===== src/rtl/mc_ctrl.sv =====
// mc_ctrl: multi-cycle main controller for the simple CPU datapath.
// Sequences each instruction through IF/ID/EX/MEM/WB, drives datapath
// enables and mux selects, and counts retired instructions.
// Optional feature macro: CTRL_SHIFT_EN enables sll/srl/sllv/srlv/lui;
// when it is undefined those encodings are reported as illegal.
module mc_ctrl #(
  parameter int CNT_W = 32
) (
  input  logic             clk,
  input  logic             rstn,
  input  logic [5:0]       opcode,
  input  logic [5:0]       funct,
  input  logic             zero,
  input  logic             mem_rdy,
  output logic             PCWr,
  output logic             IRWr,
  output logic             RFWr,
  output logic             DMWr,
  output logic             DMRd,
  output logic [1:0]       NPCOp,
  output logic [3:0]       ALUop,
  output logic             ALUSrcB,
  output logic             EXTOp,
  output logic [1:0]       GPRSel,
  output logic [1:0]       WDSel,
  output logic             illegal,
  output logic [CNT_W-1:0] retired
);

  typedef enum logic [2:0] {
    S_IF  = 3'd0,
    S_ID  = 3'd1,
    S_EX  = 3'd2,
    S_MEM = 3'd3,
    S_WB  = 3'd4
  } state_t;

  typedef enum logic [3:0] {
    K_ILL, K_R, K_JR, K_J, K_JAL, K_BEQ, K_LW, K_SW, K_IMM
  } kind_t;

  localparam logic [3:0] ALU_NOP  = 4'd0;
  localparam logic [3:0] ALU_ADD  = 4'd1;
  localparam logic [3:0] ALU_SUB  = 4'd2;
  localparam logic [3:0] ALU_AND  = 4'd3;
  localparam logic [3:0] ALU_OR   = 4'd4;
  localparam logic [3:0] ALU_NOR  = 4'd5;
  localparam logic [3:0] ALU_SLT  = 4'd6;
`ifdef CTRL_SHIFT_EN
  localparam logic [3:0] ALU_SLL  = 4'd7;
  localparam logic [3:0] ALU_SRL  = 4'd8;
  localparam logic [3:0] ALU_SLLV = 4'd9;
  localparam logic [3:0] ALU_SRLV = 4'd10;
  localparam logic [3:0] ALU_LUI  = 4'd11;
`endif

  state_t     state, next_state;
  kind_t      kind;
  logic [3:0] dec_alu;
  logic       dec_srcb, dec_ext;

  logic       pc_wr, ir_wr, rf_wr, dm_wr, dm_rd, ill, retire;
  logic [1:0] npc_op, gpr_sel, wd_sel;
  logic [3:0] alu_op;
  logic       alu_srcb, ext_op;

  // Classify the instruction and pick its ALU operation and operand controls.
  always_comb begin
    kind     = K_ILL;
    dec_alu  = ALU_NOP;
    dec_srcb = 1'b0;
    dec_ext  = 1'b0;
    case (opcode)
      6'h00: begin
        kind = K_R;
        case (funct)
          6'h20, 6'h21: dec_alu = ALU_ADD;
          6'h22, 6'h23: dec_alu = ALU_SUB;
          6'h24:        dec_alu = ALU_AND;
          6'h25:        dec_alu = ALU_OR;
          6'h27:        dec_alu = ALU_NOR;
          6'h2a:        dec_alu = ALU_SLT;
          6'h08:        kind    = K_JR;
`ifdef CTRL_SHIFT_EN
          6'h00:        dec_alu = ALU_SLL;
          6'h02:        dec_alu = ALU_SRL;
          6'h04:        dec_alu = ALU_SLLV;
          6'h06:        dec_alu = ALU_SRLV;
`endif
          default:      kind    = K_ILL;
        endcase
      end
      6'h02: kind = K_J;
      6'h03: kind = K_JAL;
      6'h04: begin kind = K_BEQ; dec_alu = ALU_SUB; end
      6'h23: begin kind = K_LW;  dec_alu = ALU_ADD; dec_srcb = 1'b1; dec_ext = 1'b1; end
      6'h2b: begin kind = K_SW;  dec_alu = ALU_ADD; dec_srcb = 1'b1; dec_ext = 1'b1; end
      6'h08: begin kind = K_IMM; dec_alu = ALU_ADD; dec_srcb = 1'b1; dec_ext = 1'b1; end
      6'h0d: begin kind = K_IMM; dec_alu = ALU_OR;  dec_srcb = 1'b1; end
`ifdef CTRL_SHIFT_EN
      6'h0f: begin kind = K_IMM; dec_alu = ALU_LUI; dec_srcb = 1'b1; end
`endif
      default: kind = K_ILL;
    endcase
  end

  // State register; reset abandons any instruction in flight.
  always_ff @(posedge clk or negedge rstn) begin
    if (!rstn) state <= S_IF;
    else       state <= next_state;
  end

  // Next-state and raw control outputs for the current state.
  always_comb begin
    next_state = state;
    pc_wr      = 1'b0;
    ir_wr      = 1'b0;
    rf_wr      = 1'b0;
    dm_wr      = 1'b0;
    dm_rd      = 1'b0;
    ill        = 1'b0;
    retire     = 1'b0;
    npc_op     = 2'd0;
    gpr_sel    = 2'd0;
    wd_sel     = 2'd0;
    alu_op     = ALU_NOP;
    alu_srcb   = 1'b0;
    ext_op     = 1'b0;
    case (state)
      S_IF: begin
        pc_wr = mem_rdy;
        ir_wr = mem_rdy;
        if (mem_rdy) next_state = S_ID;
      end
      S_ID: begin
        case (kind)
          K_J:     begin pc_wr = 1'b1; npc_op = 2'd2; retire = 1'b1; next_state = S_IF; end
          K_JR:    begin pc_wr = 1'b1; npc_op = 2'd3; retire = 1'b1; next_state = S_IF; end
          K_JAL:   next_state = S_WB;
          K_ILL:   begin ill = 1'b1; next_state = S_IF; end
          default: next_state = S_EX;
        endcase
      end
      S_EX: begin
        alu_op   = dec_alu;
        alu_srcb = dec_srcb;
        ext_op   = dec_ext;
        if (kind == K_BEQ) begin
          pc_wr      = zero;
          npc_op     = 2'd1;
          retire     = 1'b1;
          next_state = S_IF;
        end else if (kind == K_LW || kind == K_SW) begin
          next_state = S_MEM;
        end else begin
          next_state = S_WB;
        end
      end
      S_MEM: begin
        dm_rd = (kind == K_LW);
        dm_wr = (kind == K_SW) && mem_rdy;
        if (mem_rdy) begin
          if (kind == K_SW) begin
            retire     = 1'b1;
            next_state = S_IF;
          end else begin
            next_state = S_WB;
          end
        end
      end
      S_WB: begin
        rf_wr      = 1'b1;
        retire     = 1'b1;
        next_state = S_IF;
        case (kind)
          K_R: begin
            alu_op = dec_alu; alu_srcb = dec_srcb; ext_op = dec_ext;
          end
          K_IMM: begin
            gpr_sel = 2'd1;
            alu_op = dec_alu; alu_srcb = dec_srcb; ext_op = dec_ext;
          end
          K_LW:  begin gpr_sel = 2'd1; wd_sel = 2'd1; end
          K_JAL: begin gpr_sel = 2'd2; wd_sel = 2'd2; pc_wr = 1'b1; npc_op = 2'd2; end
          default: ;
        endcase
      end
      default: next_state = S_IF;
    endcase
  end

  // Hold every output at zero while reset is asserted.
  always_comb begin
    PCWr    = rstn & pc_wr;
    IRWr    = rstn & ir_wr;
    RFWr    = rstn & rf_wr;
    DMWr    = rstn & dm_wr;
    DMRd    = rstn & dm_rd;
    illegal = rstn & ill;
    ALUSrcB = rstn & alu_srcb;
    EXTOp   = rstn & ext_op;
    NPCOp   = rstn ? npc_op  : 2'd0;
    ALUop   = rstn ? alu_op  : ALU_NOP;
    GPRSel  = rstn ? gpr_sel : 2'd0;
    WDSel   = rstn ? wd_sel  : 2'd0;
  end

  // Retire counter, wrapping naturally at its width.
  always_ff @(posedge clk or negedge rstn) begin
    if (!rstn)       retired <= '0;
    else if (retire) retired <= retired + CNT_W'(1);
  end

endmodule


===== config.mk =====
export PLATFORM = sky130hd
export DESIGN_NAME = mc_ctrl
export DESIGN_NICKNAME = d
export VERILOG_FILES = /design/src/rtl/mc_ctrl.sv
export SDC_FILE = /design/constraint.sdc
export NUM_CORES = 1
export LEC_CHECK = 0
export BUFFER_PORTS_ARGS = -buffer_cell sky130_fd_sc_hd__buf_4
export CAP_MARGIN = 20
export CORE_ASPECT_RATIO = 1.1
export CORE_MARGIN = 5
export CORE_UTILIZATION = 52
export DETAILED_ROUTE_END_ITERATION = 10
export PLACE_DENSITY = 0.82
export SYNTH_ARGS = -nofsm -noshare
export SYNTH_HDL_FRONTEND = slang
export SYNTH_SLANG_ARGS = --single-unit

===== constraint.sdc =====
create_clock -name clk -period 3.2 [get_ports clk]
set_input_delay 0.64 -clock clk [delete_from_list [all_inputs] [get_ports clk]]
set_output_delay 0.64 -clock clk [all_outputs]
set_load 0.05 [all_outputs]

# [Yosys cells after proc, flatten, opt, wreduce, memory -nomap -nowiden]
# Cells that the tools add are included.
[word_totals] reg_bits=35 in_bits=16 output_inout_bits=50 wordCells=102
[op_classes] addsub=1 eq_ne=30 muxes=45 bitwise=8 n_reduce_logical=16
[ops] operator="$eq 6x6->1 const B" count=10
[ops] operator="$add 32x1->32 const B" count=1
[ops] operator="$pmux 4 s7" count=1
[ops] operator="$pmux 3 s4" count=2
[ops] operator="$eq 6x4->1 const B" count=3
[ops] operator="$pmux 3 s6" count=1
[ops] operator="$mux 1" count=17
[ops] operator="$eq 4x3->1 const B" count=4
[ops] operator="$pmux 2 s2" count=4
[ops] operator="$mux 3" count=5
[ops] operator="$eq 6x2->1 const B" count=2
[ops] operator="$mux 2" count=6
[ops] operator="$reduce_or 2->1" count=6
[ops] operator="$and 1x1->1" count=8
[ops] operator="$eq 4x2->1 const B" count=2
[ops] operator="$mux 4" count=2
[ops] operator="$pmux 1 s4" count=2
[ops] operator="$pmux 4 s2" count=1
[ops] operator="$reduce_or 8->1" count=1
[ops] operator="$eq 3x2->1 const B" count=2
[ops] operator="$eq 6x3->1 const B" count=1
[ops] operator="$logic_not 6->1" count=1
[ops] operator="$pmux 2 s3" count=1
[ops] operator="$pmux 3 s2" count=1
[ops] operator="13 further kinds" count=16

# [Longest topological paths before layout]
# Gate-level depths: netlist of the first run.
[logic_depth] ltp_word=9 mapped_depth=8 ltp_nobuf=7

# [Least setup slack after synthesis of the first run]
# Ideal clock, no wire load.
[synth_path] kind="input-to-output" startpoint="in opcode[2]" endpoint="out ALUop[0]" arrival_ns=2.959 required_ns=2.560 slack_ns=-0.399 path_stages=6 path_buffers=0 cell_sequence="or4_4 -> and4bb_2 -> o21ai_1 -> a31o_2 -> or3_1 -> a21oi_1"
[synth_between] elab_chain_cells=8
[synth_rtl] element="start, declared" line_no="11" source="input logic [5:0] opcode,"
[synth_rtl] element="$eq 6x4->1" line_no="73" source="case (opcode)"
[synth_rtl] element="$reduce_or 2->1 (no line)"
[synth_rtl] element="$pmux 4 s7" line_no="73"
[synth_rtl] element="$eq 4x4->1 or $eq 4x1->1 (tied branches)" line_no="175" source="case (kind)"
[synth_rtl] element="$reduce_or 2->1 (no line)"
[synth_rtl] element="$mux 4" line_no="175"
[synth_rtl] element="$pmux 4 s2 (*)" line_no="129" source="case (state)"
[synth_rtl] element="$mux 4 (*)" line_no="203" source="ALUop = rstn ? alu_op : ALU_NOP;"
[synth_rtl] element="end, declared" line_no="21" source="output logic [3:0] ALUop,"
# Every way passes the cells marked *; elsewhere a longest branch is shown, timed or not.

# [Worst setup path after layout of the first run]
# Ends and elaborated chain as after synthesis.

==> impl_results.md, run 1 <==
- Violations in the final reports: setup timing
- Die extent in x: 72.5 um
- Starting DRT DRC Count: 179
- Cell Area, Placed: 2830 um2
- Drt pass-1 iters: 4
- Layout area overhead: 32.8%
- DR vias/cell: 5.71
- Final period utilization: 101%
- Fin. max-slew vios: 0
- CP max stage delay: 0.52 ns
- Crit-path most repeated cell: buf_6
- Cell Int Power: 704 uW
- Clock share of power: 29.2%
- GRT Util Overall: 22.1%
- Leading cell types by count after synthesis: 35 x dfrtp_1, 29 x nand2_1, 24 x xnor2_1, 18 x nor2_1, 17 x nand3_1
- CTS tree: yes
- Worst-path maximum fanout: 3
- Total negative setup slack: -0.0242 ns
- Synth area leader: dfrtp_1
- Leakage power total: 0.00138 uW
- Syn_area_per_cell: 8.69 um2
- Crit path time final: 3.22 ns
- GPL Wtd Cong: 0.918
- Primary FF master, synth: dfrtp_1
- Req. time, crit path: 2.56 ns
- CTS buffer count: 5
- Total Power: 1060 uW
- Worst IR drop on VDD: 0.000373 V
- Placement Setup Slack: -0.0696 ns
- Final Hold Vio Count: 0
- Vias in the first global route: 2190
- Yosys cell types: 47
- Root Driver: clkbuf_8
- Seq cells post-synth: 35
- Core Util, Final: 70.2%
- DIE HEIGHT: 78.7 um
- Ant. Diodes: 0
- Antenna violations before repair: 0
- Routed Antenna Nets: 0
- Gr ovfl total: 0
- CORE AREA: 4220 um2
- CTS Hold Bufs: 0
- Worst Slack Setup Final: -0.0170 ns
- Clk sink count: 35
- Design area: 2970 um2
- Min-delay worst type: primary input to async pin
- Synth Cell Area: 2230 um2
- Layout Skew: 0.00628 ns
- Worst slew margin: 59.9%
- DRC Markers: 0
- Kind of critical path: primary input to primary output
- Net load switching power: 359 uW
- Crit-path cells: buf_6 > or4_4 > and4bb_2 > o21ai_2 > a31o_2 > or3_4 > a21oi_4 > buf_6
- Switch share: 33.8%
- First-pass GRT wire length: 10.1 mm
- Clk_lat worst skew: 0.28 ns
- Final nets: 345
- Crit path arrival time: 2.58 ns
- PD cells: 359 nW/um2
- Clock slew at reported path FFs: 0.07 ns
- Mapped Nets: 274
- Logic gate share of total power: 24.4%
- Die area: 5700 um2
- Fmax: 0.311 GHz
- Worst-margin pin slew: 0.595 ns
- Initial Util: 52.9%
- Critical-path top delay cell: or4_4
- Max-cap violations: 0
- H-tree levels: 2
- CP Capture Type: primary output
- WL per Instance: 15.5 um
- Reg power frac: 46.4%
- Syn Inst Count: 257
- Number of I/O port buffers: 64
- Vias: 2186
- Post-DP HPWL: 4.46 mm
- Site row count: 25
- Asr flop ratio synth: 100%
- Post-synth EDFFs: 0
- Post-synth top area share: 39.2%
- Top Ports: 66
- Post-synthesis sequential area ratio: 39.2%
- Fraction of layout instances using a drive strength above 1: 30.1%
- Setup crit start kind: primary input
- Final wirelength: 5.93 mm
- Unrepaired setup endpoints after global routing: yes
- CTS Buffer Depth: 2
- Final setup violation count: 2
- Count leader, synth: dfrtp_1
- Status: finished with violations
- Ys Warns: 0
- Largest net degree at the start of global routing: 25
- Synth top area cells: dfrtp_1 39%, xnor2_1 9.4%, nand2_1 4.9%
[path summary, 6_finish.rpt]
check	endpoint	start	slack [ns]	cells past startpoint
min	retired[31]	rstn	0.21	1
min reg2reg	retired[31]	retired[31]	0.48	1
max	ALUop[0]	opcode[2]	-0.02	8
min in group clk	retired[31]	retired[31]	0.48	1
max in group asynchronous	retired[4]	rstn	2.44	2
max reg2reg	retired[30]	state[0]	1.11	5
[stage by stage]
stage                     hold WS (ns)  cells
after floorplan                  0.344    257
after global placement           0.464    373
after detailed placement         0.476    373
after CTS                        0.206    382
after global routing             0.209    383
final                            0.209    383
[cells by family after synthesis]
logic type               Yosys count  share of synthesized area [%]
AO/OA/AOI/OAI                     35                           10.2
XOR/XNOR                          36                           14.1
buffers and inverters             16                           3.36
AND/OR/NAND/NOR                  133                           32.3
flip-flops                        35                           39.2
other                              1                          0.168
adder cells (fa/ha/maj)            1                          0.560
[state kept, by name (all words and copies together), names as in the netlist]
signal	count
state	3
retired	32
[area by class of cell]
class	instances	area [um2]
clock buffer	5	68.8
tap	54	67.6
inverter	3	11.3
clock inverter	3	20.0
fill	365	1260
timing repair buffer	77	597
multi-input combinational	206	1330
sequential	35	876
[per-layer routing]
layer | wire length [um] | share of wire (%) | track usage [%]
met5 | 0 | 0 | 0
met4 | 83 | 1.4 | 7.75
met3 | 306 | 5.2 | 4.30
met1 | 2610 | 44 | 29.0
met2 | 2930 | 49 | 36.2
[worst max-delay path: cells and delay by family]
family                 cells  cell delay (ns)
buffers and inverters      2             0.26
AO/OA/AOI/OAI              3             0.42
AND/OR/NAND/NOR            3             1.26
[layout by cell type, fill, tap and decap left out, drive strengths merged, types with 2 or more instances in the layout]
cell type / n
buf: 77
nor3: 7
xnor2: 24
a21oi: 11
inv: 3
nor3b: 5
nor2b: 2
nand3: 17
or3: 2
nor4: 6
and4: 2
a32o: 2
nand3b: 3
nand2: 29
and2: 4
and3: 13
dfrtp: 35
o21ai: 8
a31oi: 2
nand4: 15
clkbuf: 5
xor2: 12
nand2b: 5
a31o: 2
nor2: 18
clkinvlp: 2
[power by group through the flow]
| stage | registers [uW] | logic (uW) | clock network [uW] |
|---|---|---|---|
| finish | 493 | 260 | 310 |
| global route | 498 | 282 | 345 |
| CTS | 493 | 260 | 319 |
| detailed placement | 501 | 259 | 0 |
| global placement | 500 | 254 | 0 |
| floorplan | 550 | 118 | 0 |
[what timing repair did]
item / 4_1_cts / 5_1_grt
pin swaps: 0 / 1
endpoints found under the setup margin: 3 / 3
buffers inserted: 1 / 1
gates resized for setup: 6 / 2
(Power assumes the default switching activity.)
==> run 2, diff against run 1 <==
- CELL_PAD_IN_SITES_DETAIL_PLACEMENT: default -> 0
- CELL_PAD_IN_SITES_GLOBAL_PLACEMENT: default -> 1
- CORE_UTILIZATION: 52 -> 38
==> impl_results.md, run 2 (synthesis gave the netlist of run 1 again) <==
- Crit-path cells: buf_6 > or4_4 > and4bb_2 > o21ai_2 > a31o_2 > or3_4 > a21oi_4 > buf_6
- PD cells: 350 nW/um2
- Total Power: 1040 uW
- Largest Register: retired
- Fraction of layout instances using a drive strength above 1: 29.6%
- Vias in the first global route: 2138
- Status: finished with violations
- H-tree levels: 2
- Site row count: 29
- CP max stage delay: 0.52 ns
- Worst Slack Setup Final: -0.00739 ns
- First-pass GRT wire length: 9.97 mm
- Clk sink count: 35
- Largest net degree at the start of global routing: 23
- GPL Wtd Cong: 0.851
- DIE HEIGHT: 90.4 um
- Final setup violation count: 2
- Crit path time final: 3.21 ns
- Layout Skew: 0.00616 ns
- Fmax: 0.312 GHz
- CTS tree: yes
- Leakage power total: 0.00138 uW
- Top Ports: 66
- Biggest regs: retired (32), state (3)
- Clk_lat worst skew: 0.28 ns
- Worst IR drop on VDD: 0.000235 V
- Fin. max-slew vios: 0
- Vias: 2099
- Root Driver: clkbuf_8
- Clock slew at reported path FFs: 0.07 ns
- CTS buffer count: 5
- Max-cap violations: 0
- Setup crit start kind: primary input
- Layout area overhead: 33.6%
- Violations in the final reports: setup timing
- Min-delay worst type: primary input to async pin
- Final Hold Vio Count: 0
- Req. time, crit path: 2.56 ns
- GRT Util Overall: 15.8%
- Worst-path maximum fanout: 3
- Reg2reg path depth: 6
- CTS Buffer Depth: 2
- Initial Util: 38.9%
- Most common cell after layout, fill and taps aside: buf_4
- Starting DRT DRC Count: 90
- Die extent in x: 83.1 um
- Drt pass-1 iters: 4
- Max reg flops: 32
- WL per Instance: 14.5 um
- Placement Setup Slack: -0.0745 ns
- Ant. Diodes: 0
- Kind of critical path: primary input to primary output
- Post-DP HPWL: 4.62 mm
- CP Capture Type: primary output
- DRC Markers: 0
- Number of I/O port buffers: 64
- Final period utilization: 100%
- Design area: 2980 um2
- Total negative setup slack: -0.0134 ns
- Routed Antenna Nets: 0
- Cell Area, Placed: 2870 um2
- Antenna violations before repair: 0
- CORE AREA: 5730 um2
- Commonest cells after routing, fill and taps aside: 73 x buf_4, 35 x dfrtp_1, 29 x nand2_1, 24 x xnor2_1
- Critical-path top delay cell: or4_4
- Die area: 7510 um2
- Final nets: 346
- FILL cells: 579
- DR vias/cell: 5.18
- Unrepaired setup endpoints after global routing: yes
- Gr ovfl total: 0
- Crit-path most repeated cell: buf_6
- Crit path arrival time: 2.57 ns
- Final wirelength: 5.87 mm
[run 2: repair_timing]
action	4_1_cts	5_1_grt
gates resized for setup	7	1
endpoints found under the hold margin	0	0
pin swaps	2	1
hold buffers	0	0
buffers inserted	1	0
setup endpoints to repair	3	3
[run 2: layout make-up]
cell class / count / area, um2 / share of cell area, %
Multi-Input combinational cell: 206 / 1320 / 44.2
Clock buffer: 6 / 72.6 / 2.43
Tap cell: 77 / 96.3 / 3.23
Sequential cell: 35 / 876 / 29.4
Timing Repair Buffer: 78 / 608 / 20.4
Inverter: 3 / 11.3 / 0.378
[run 2: routing by layer]
metal  GRT usage (%)  part of all wire (%)
met4            3.81                  0.78
met5               0                     0
met3            3.47                   3.2
met1            19.8                    46
met2            27.5                    50
[run 2: stage by stage]
stage	instances	util, %	hold slack (ns)
floorplan	257	-	0.344
finish	405	52.0	0.183
CTS	405	51.9	0.187
detailed placement	398	50.1	0.469
global placement	398	50.1	0.465
global route	405	52.0	0.188
[run 2: final timing paths]
path	startpoint	endpoint	slack, ns
max in group asynchronous	rstn	retired[14]	2.54
min in group clk	retired[31]	retired[31]	0.47
max reg2reg	state[0]	retired[12]	1.11
max	opcode[2]	ALUop[2]	-0.007
min reg2reg	retired[31]	retired[31]	0.47
min	rstn	retired[28]	0.18
[run 2: where the power goes]
part           internal [uW]  total, uW  switching [uW]
Sequential               463        493            29.9
Clock                    145        290             145
Combinational           91.3        260             169
[run 2: worst max-delay path: cells and delay by family]
kind / cells / cell delay [ns]
buffers and inverters: 2 / 0.26
AOI/OAI and AO/OA: 3 / 0.40
and+or+nand+nor: 3 / 1.26
